File: src/rtl/ysyx_22050598_ifu_pkg.sv
// ---------------------------------------------------------------------------
// ysyx_22050598_ifu_pkg
// Shared definitions for the ysyx_22050598 instruction fetch unit:
//   - FSM state encodings (3-bit)
//   - default reset PC
//   - instruction word width
// No ports; imported by the IFU top and its next-PC sub-module.
// ---------------------------------------------------------------------------
package ysyx_22050598_ifu_pkg;

    localparam int          ysyx_22050598_INST_W   = 32;
    localparam logic [63:0] ysyx_22050598_RESET_PC = 64'h0000_0000_8000_0000;

    typedef enum logic [2:0] {
        ysyx_22050598_IFU_IDLE  = 3'd0,
        ysyx_22050598_IFU_REQ   = 3'd1,
        ysyx_22050598_IFU_WAIT  = 3'd2,
        ysyx_22050598_IFU_VALID = 3'd3,
        ysyx_22050598_IFU_HALT  = 3'd4
    } ysyx_22050598_ifu_state_t;

endpackage

File: src/rtl/ysyx_22050598_ifu_npc.sv
// ---------------------------------------------------------------------------
// ysyx_22050598_NPC
// Purely combinational next-PC select for a retiring instruction.
// Priority: ebreak > misaligned jump target > taken jump > sequential +4.
// Ports:
//   i_pc        current PC
//   i_j_flag    execute reports a taken jump
//   i_j_pc      jump target
//   i_ebreak    retiring instruction is ebreak
//   o_npc       PC to load on retirement (unchanged PC when stopping)
//   o_stop      retirement stops the fetch unit (ebreak or fault)
//   o_fault     stop is caused by a misaligned jump target
// ---------------------------------------------------------------------------
module ysyx_22050598_NPC
    import ysyx_22050598_ifu_pkg::*;
(
    input  logic [63:0] i_pc,
    input  logic        i_j_flag,
    input  logic [63:0] i_j_pc,
    input  logic        i_ebreak,
    output logic [63:0] o_npc,
    output logic        o_stop,
    output logic        o_fault
);

    logic w_misalign;

    assign w_misalign = i_j_flag && (i_j_pc[1:0] != 2'b00);

    always_comb begin
        o_stop  = i_ebreak || w_misalign;
        // ebreak masks a simultaneous bad jump, so it is never reported as a fault
        o_fault = !i_ebreak && w_misalign;
        o_npc   = i_pc + 64'd4;
        if (i_ebreak || w_misalign) begin
            o_npc = i_pc;
        end else if (i_j_flag) begin
            o_npc = i_j_pc;
        end
    end

endmodule

File: src/rtl/ysyx_22050598_ifu.sv
// ---------------------------------------------------------------------------
// ysyx_22050598_ifu
// Single-outstanding instruction fetch unit. Holds the architectural PC,
// fetches one word at a time, presents it to decode and advances the PC on
// retirement (PC+4 or jump target). Stops on ebreak or misaligned target.
// Ports:
//   clk, rst                         clock, async active-high reset
//   imem_req_valid/ready, imem_addr  fetch request channel (addr = PC)
//   imem_resp_valid, imem_resp_data  one-cycle response pulse + word
//   inst_valid/ready, inst, inst_pc  instruction handed to decode
//   j_flag, j_pc, ebreak_flag        execute outcome, sampled at handshake
//   halted, fetch_fault              stop status
//   retire_cnt                       number of consumed instructions
// ---------------------------------------------------------------------------
module ysyx_22050598_ifu
    import ysyx_22050598_ifu_pkg::*;
#(
    parameter logic [63:0] RESET_PC = ysyx_22050598_RESET_PC
) (
    input  logic                            clk,
    input  logic                            rst,
    output logic                            imem_req_valid,
    input  logic                            imem_req_ready,
    output logic [63:0]                     imem_addr,
    input  logic                            imem_resp_valid,
    input  logic [ysyx_22050598_INST_W-1:0] imem_resp_data,
    output logic                            inst_valid,
    input  logic                            inst_ready,
    output logic [ysyx_22050598_INST_W-1:0] inst,
    output logic [63:0]                     inst_pc,
    input  logic                            j_flag,
    input  logic [63:0]                     j_pc,
    input  logic                            ebreak_flag,
    output logic                            halted,
    output logic                            fetch_fault,
    output logic [63:0]                     retire_cnt
);

    ysyx_22050598_ifu_state_t r_state, w_next_state;

    logic [63:0]                     r_pc;
    logic [ysyx_22050598_INST_W-1:0] r_inst;
    logic [63:0]                     r_retire_cnt;
    logic                            r_fault;

    logic        w_fire;
    logic [63:0] w_npc;
    logic        w_stop;
    logic        w_fault;

    assign w_fire = (r_state == ysyx_22050598_IFU_VALID) && inst_ready;

    ysyx_22050598_NPC u_npc (
        .i_pc     (r_pc),
        .i_j_flag (j_flag),
        .i_j_pc   (j_pc),
        .i_ebreak (ebreak_flag),
        .o_npc    (w_npc),
        .o_stop   (w_stop),
        .o_fault  (w_fault)
    );

    // State register
    always_ff @(posedge clk or posedge rst) begin
        if (rst) begin
            r_state <= ysyx_22050598_IFU_IDLE;
        end else begin
            r_state <= w_next_state;
        end
    end

    // Next-state logic
    always_comb begin
        w_next_state = r_state;
        case (r_state)
            ysyx_22050598_IFU_IDLE:  w_next_state = ysyx_22050598_IFU_REQ;
            ysyx_22050598_IFU_REQ: begin
                if (imem_req_ready) w_next_state = ysyx_22050598_IFU_WAIT;
            end
            ysyx_22050598_IFU_WAIT: begin
                if (imem_resp_valid) w_next_state = ysyx_22050598_IFU_VALID;
            end
            ysyx_22050598_IFU_VALID: begin
                if (inst_ready) begin
                    w_next_state = w_stop ? ysyx_22050598_IFU_HALT : ysyx_22050598_IFU_REQ;
                end
            end
            ysyx_22050598_IFU_HALT:  w_next_state = ysyx_22050598_IFU_HALT;
            default:                 w_next_state = ysyx_22050598_IFU_IDLE;
        endcase
    end

    // Outputs decoded from registered state only
    always_comb begin
        imem_req_valid = (r_state == ysyx_22050598_IFU_REQ);
        inst_valid     = (r_state == ysyx_22050598_IFU_VALID);
        halted         = (r_state == ysyx_22050598_IFU_HALT);
        fetch_fault    = r_fault;
        imem_addr      = r_pc;
        inst_pc        = r_pc;
        inst           = r_inst;
        retire_cnt     = r_retire_cnt;
    end

    // PC, instruction latch, retire counter and fault flag
    always_ff @(posedge clk or posedge rst) begin
        if (rst) begin
            r_pc         <= RESET_PC;
            r_inst       <= '0;
            r_retire_cnt <= '0;
            r_fault      <= 1'b0;
        end else begin
            // responses arriving outside WAIT are stray and must not disturb inst
            if ((r_state == ysyx_22050598_IFU_WAIT) && imem_resp_valid) begin
                r_inst <= imem_resp_data;
            end
            if (w_fire) begin
                r_retire_cnt <= r_retire_cnt + 64'd1;
                r_pc         <= w_npc;
                if (w_fault) r_fault <= 1'b1;
            end
        end
    end

endmodule

File: config.mk
export PLATFORM = sky130hd
export DESIGN_NAME = ysyx_22050598_ifu
export DESIGN_NICKNAME = d
export VERILOG_FILES = /design/src/rtl/ysyx_22050598_ifu_pkg.sv /design/src/rtl/ysyx_22050598_ifu_npc.sv /design/src/rtl/ysyx_22050598_ifu.sv
export SDC_FILE = /design/constraint.sdc
export NUM_CORES = 1
export LEC_CHECK = 0
export CELL_PAD_IN_SITES_DETAIL_PLACEMENT = 0
export CELL_PAD_IN_SITES_GLOBAL_PLACEMENT = 1
export CORE_UTILIZATION = 27
export DETAILED_ROUTE_END_ITERATION = 6
export PLACE_DENSITY = 0.78
export SYNTH_ARGS = -nofsm -noshare
export SYNTH_HDL_FRONTEND = slang
export SYNTH_SLANG_ARGS = --single-unit
File: constraint.sdc
create_clock -name clk -period 13.3 [get_ports clk]
set_clock_uncertainty 0.2 [all_clocks]
set_input_delay 1.995 -clock clk [delete_from_list [all_inputs] [get_ports clk]]
set_output_delay 1.995 -clock clk [all_outputs]
set_load 0.03 [all_outputs]
==> After elaboration in Yosys (flattened, before gate mapping) <==
Cells that the tools add are included.
Widths: inputs -> output; s select.
{ "classes": {"n_addsub": 2, "eq_ne": 7, "n_mux": 6, "n_bitwise": 1, "n_reduce_logical": 11} }
{ "ops": {"columns": ["op", "n"], "rows": [
  ["$add 64x1->64 const B", 1],
  ["$add 64x3->64 const B", 1],
  ["$mux 64", 1],
  ["$pmux 3 s5", 1],
  ["$mux 3", 4],
  ["$eq 3x2->1 const B", 2],
  ["$logic_and 1x1->1", 4],
  ["$ne 2x1->1 const B", 2],
  ["$reduce_and 2->1", 2],
  ["$eq 3x1->1 const B", 1],
  ["$eq 3x3->1 const B", 1],
  ["$logic_not 3->1", 1],
  ["$reduce_and 3->1", 1],
  ["$ne 2x2->1 const B", 1],
  ["$reduce_bool 2->1", 1],
  ["$logic_not 1->1", 1],
  ["$logic_or 1x1->1", 1],
  ["$not 1->1", 1]
]} }
{ "word_totals": {"register_bits": 164, "input_bits": 103, "word_cells": 32} }

==> Logic depth before layout (Yosys ltp) <==
{ "logic_depth": {"ltp_word": 6, "depth_mapped": 9, "ltp_nobuf": 6} }

==> Cells and area by module <==
From an unflattened synthesis, not the netlist that was laid out.
{ "hier_totals": {"hier_cells": 1227, "hier_area_um2": 10368.7} }
{ "by_module_without_submodules": {"columns": ["mod", "instances", "cells_each", "area_per_inst_um2", "seq_area_each_um2"], "rows": [
  ["ysyx_22050598_ifu", 1, 706, 7360.8, 4105.2],
  ["ysyx_22050598_NPC", 1, 521, 3007.9, 0.0]
]} }

==> Least setup slack after synthesis <==
OpenSTA, ideal clock, no wires.
{ "synth_path": {"path_type": "input port to flip-flop", "start": "input inst_ready", "end": "register r_retire_cnt[25], in the netlist retire_cnt[25]", "arrival_time_ps": 3374, "path_slack_ps": 9645, "path_stages": 6, "path_cell_list": "nand4b_4 > or2_1 > clkbuf_1 > or4_1 > nor2_1 > xor2_1"} }
{ "synth_between": {"elab_chain_cells": 1} }
{ "synth_rtl": {"columns": ["element", "line_no", "source"], "rows": [
  ["start: declaration", "ysyx_22050598_ifu.sv:28", "input logic inst_ready,"],
  ["$logic_and 1x1->1", "ysyx_22050598_ifu.sv:51", "assign w_fire = (r_state == ysyx_22050598_IFU_VALID) && inst_ready;"],
  ["end signal: assignment", "ysyx_22050598_ifu.sv:118", "r_retire_cnt <= r_retire_cnt + 64'd1;"],
  ["end: declaration", "ysyx_22050598_ifu.sv:43", "logic [63:0] r_retire_cnt;"]
]} }
No other way between the ends.
A chain may end at the register's enable or synchronous reset.

==> Worst setup path in the final report <==
{ "layout_path": {"start": "register r_state[0]", "end": "output imem_req_valid"} }
{ "layout_between": {"elab_chain_cells": 1} }
{ "layout_rtl": {"columns": ["element", "line_no", "source"], "rows": [
  ["start: declaration", "ysyx_22050598_ifu.sv:39", "ysyx_22050598_ifu_state_t r_state, w_next_state;"],
  ["start signal: assignment", "ysyx_22050598_ifu.sv:66", "r_state <= ysyx_22050598_IFU_IDLE;"],
  ["start signal: assignment", "ysyx_22050598_ifu.sv:68", "r_state <= w_next_state;"],
  ["$eq 3x1->1", "ysyx_22050598_ifu.sv:95", "imem_req_valid = (r_state == ysyx_22050598_IFU_REQ);"],
  ["end: declaration", "ysyx_22050598_ifu.sv:22", "output logic imem_req_valid,"]
]} }
No other way between the ends.

==> results.txt <==
For the finished layout, the period the worst path requires is between 4 and 5 ns. At the later pin of the worst-skew pair, clock insertion delay measures ~0.44 ns. The kind of launch point of the worst setup path is a flop. The gate count of the mapped netlist is ~1,000.

The share of flip-flops with an asynchronous set or reset is 1.000. In the global route stage, overall resource usage came out at 0.1787. Of the available clock period, the critical path in the final layout requires 0.3228.

The standard cell core area came out at 0.03387 mm². The count of cells along the worst hold path is 1. The net count of the finished layout came out at between 1,000 and 1,500.

The sequential cell area in the final layout is roughly 0.0041 mm². The setup violation total in the final timing report is 0. The count of input and output buffers came out at 330. Counting along the longest clock path gives a buffer depth of 2. The cell repeated most along the worst path is sky130_fd_sc_hd__nor2b_1.

The number of enable-type register cells in the synthesized netlist came out at 0. The tool flagged a number of max-cap violations equal to 0. Summed over all cells, the static leakage comes to approximately 5.2 nW. The multi-input combinational cells in the finished layout cover a total of 0.004519 mm². The max-slew headroom at the worst pin is 0.2801. The fmax is 232.9 MHz. The floorplan step defined a die boundary enclosing approximately 0.035 mm². The largest fanout on the critical path came out at 8. The run finished with clean final reports. For this design the top-level I/O count stands at between 300 and 400. In the final layout, the share of cells above drive strength 1 is 0.07630. The most used flip-flop cell after synthesis is sky130_fd_sc_hd__dfrtp_1. The synthesized cell area is 0.009368 mm². Before antenna repair, the detailed router went through 5 iterations. The vias per cell came out at a little over 5. Setup total negative slack on the finished layout was measured at 0 ns. In this run the clock root is driven by a sky130_fd_sc_hd__clkbuf_16. After detailed routing, the average wire length per cell comes to between 15 and 20 µm. The number of distinct library cell variants in the gate-level netlist after synthesis came out at just under 70. The TritonCTS clock tree is yes.

The count of nets left with antenna violations after detail routing came out at 0. The number of nets in the synthesized netlist came out at ~1,100. The total wire length after detailed routing came out at between 30,000 and 40,000 µm.

In the routed design, unresolved DRC markers number 0. The average size of a mapped cell came out at between 9 and 10 µm². The endpoint required time on the critical path is approximately 11 ns. The top cell types in the final layout, fill and taps aside, are sky130_fd_sc_hd__clkdlybuf4s50_1 (329), sky130_fd_sc_hd__dfrtp_1 (163), sky130_fd_sc_hd__nand2_1 (69), sky130_fd_sc_hd__nand3_1 (67), sky130_fd_sc_hd__nor2_1 (55). The floorplan has 67 rows. The vias after detailed routing came out at roughly 8,700.

The first global-routing pass estimated just under 50,000 µm of wire. In this run the most critical hold path is launched from fetch_fault$_DFFE_PP0P_. The overall power of the completed layout came out at about 2.4 mW. The aggregate global routing overflow came out at 0. Entering global routing, the biggest net connects approximately 110 pins. The clock sink count is 164. In this run the vertical extent of the chip is about 190 µm. The number of synthesized register bits came out at 164. The worst ir drop on vdd is between 0.1 and 0.15 mV.

The number of hold violations in the final report is 0. TritonCTS created 17 clock buffers. The wire-length estimate of the detail-placed layout is roughly 23,000 µm. The starting DRC count in detailed routing is between 500 and 600. The number of antenna violations at the first check in global routing was 4. Relative to the synthesized area, the layout overhead comes to 40.59%.

Of the synthesized area, sequential elements account for 0.4382. The final weighted congestion of routability-driven global placement came out at approximately 0.8. The cts-stage hold buffer count is 0. Setup repair after global routing left no endpoint under its margin.

The clock-pin slew of the registers on the worst-case setup and hold paths came out at roughly 0.060 ns. The number of cell instances on the worst register-to-register path is 6. The largest individual stage delay along the critical path comes from the cell sky130_fd_sc_hd__clkdlybuf4s50_1.

Counting the fill cells in the layout gives roughly 3,400. The number of H-tree levels is 4. The library cell used most frequently in the layout, excluding fill and tap cells, is sky130_fd_sc_hd__clkdlybuf4s50_1. The class of the tightest hold or removal check is reg -> reg. The worst setup path category is reg -> out. STA classifies the critical path endpoint as an output pin. The count of final max-slew check failures came out at 0. The die is around 190 µm wide. The largest stage delay on the critical path came out at 0.71 ns. The number of warnings printed during yosys synthesis is 0. The number of cells upsized or downsized after cts is 0.

The number of buffers added for setup after CTS is 0. The power density over cell area came out at 180.6 mW/mm². The number of global-route vias before repair is slightly above 8,000. In this run the worst setup path begins at r_state[0]$_DFFE_PP0P_. The critical path data arrival time came out at 2.10 ns. The transition time of the tightest slew-check pin is between 1 and 1.5 ns. Traced cell by cell, the critical path runs through nor2b_1 -> nor2b_1 -> clkdlybuf4s50_1. The starting density of the core is 0.2766. The startpoint of the worst-slack reg-to-reg timing path is imem_addr[2]$_DFFE_PP0P_.
## state kept, by name, indices dropped and copies added (netlist names)
| signal | flops |
|---|---|
| fetch_fault | 1 |
| imem_addr | 64 |
| inst | 32 |
| r_state | 3 |
| retire_cnt | 64 |
## synth_stat cells, drive strengths merged, types with 5 or more instances
library cell | instances | share of area
a21oi | 40 | 0.021
a22oi | 10 | 0.0080
a31oi | 5 | 0.0033
and2 | 8 | 0.0053
and3 | 22 | 0.015
and4 | 19 | 0.018
buf | 81 | 0.060
clkbuf | 36 | 0.015
dfrtp | 163 | 0.44
inv | 17 | 0.0068
mux2 | 32 | 0.038
mux2i | 10 | 0.011
nand2 | 69 | 0.028
nand2b | 6 | 0.0040
nand3 | 69 | 0.038
nand4 | 58 | 0.042
nor2 | 55 | 0.022
nor2b | 7 | 0.0047
nor3 | 39 | 0.021
nor4 | 31 | 0.033
o21ai | 42 | 0.022
o22ai | 9 | 0.0060
o31ai | 5 | 0.0040
or3 | 13 | 0.0087
or4 | 8 | 0.0068
xnor2 | 39 | 0.036
xor2 | 24 | 0.022
## per-layer routing
metal,track usage,wire (µm),up-vias
met5,0,0,-
met4,0.07661,772,0
met3,0.03390,2009,42
met2,0.2813,15040,330
met1,0.2386,14180,4286
li1,-,-,4050
## critical path, delay by kind of cell (launching register included)
kind	cells	cell delay (ns)
AND/OR/NAND/NOR	2	0.41
flip-flops	1	0.54
buffers and inverters	1	0.71
## stage by stage
stage            util  hold WS, ns  std cells  setup slack (ns)  instance area, µm²
2_1_floorplan       -       0.2995        982             6.673                9368
3_3_place_gp   0.3721       0.2549       1649             8.657               12600
3_5_place_dp   0.3721       0.2587       1649             8.551               12600
4_1_cts        0.3886       0.2823       1680             8.973               13160
5_1_grt        0.3889       0.2870       1684             8.809               13170
6_report       0.3889       0.2759       1684             9.007               13170
## final cells by class
| type | instances | share of cell area |
|---|---|---|
| clock inverters | 12 | 0.009405 |
| diodes | 4 | 0.0007600 |
| inverters | 18 | 0.005510 |
| clock buffers | 19 | 0.03287 |
| multi-input cells | 683 | 0.3432 |
| repair buffers | 336 | 0.2540 |
| well taps | 448 | 0.04256 |
| flip-flops and latches | 164 | 0.3117 |
## worst paths after layout
check                      slack, ns                          to
max                             9.01              imem_req_valid
min                             0.28     fetch_fault$_DFFE_PP0P_
max reg2reg                    10.05   imem_addr[42]$_DFFE_PP0P_
min reg2reg                     0.28     fetch_fault$_DFFE_PP0P_
max in group asynchronous       9.57   imem_addr[43]$_DFFE_PP0P_
min in group asynchronous       2.00  retire_cnt[31]$_DFFE_PP0P_
## logic make-up (layout without fill, tap and decap cells)
family,count (synthesis),in the layout,share of synthesized area
XOR/XNOR,63,63,0.05890
other,0,4,0
multiplexers,42,42,0.04915
flip-flops,164,164,0.4382
AND/OR/NAND/NOR,413,413,0.2559
adder cells (fa/ha/maj),2,2,0.002671
buffers and inverters,135,385,0.08201
AO/OA/AOI/OAI,163,163,0.1131
## power by group
group | leakage [nW] | switching, mW | internal, mW | total, mW
Combinational | 2.86 | 0.607 | 0.465 | 1.07
Clock | 0.265 | 0.222 | 0.260 | 0.482
Sequential | 2.05 | 0.200 | 0.624 | 0.824
Power figures use the tool's default switching activity.
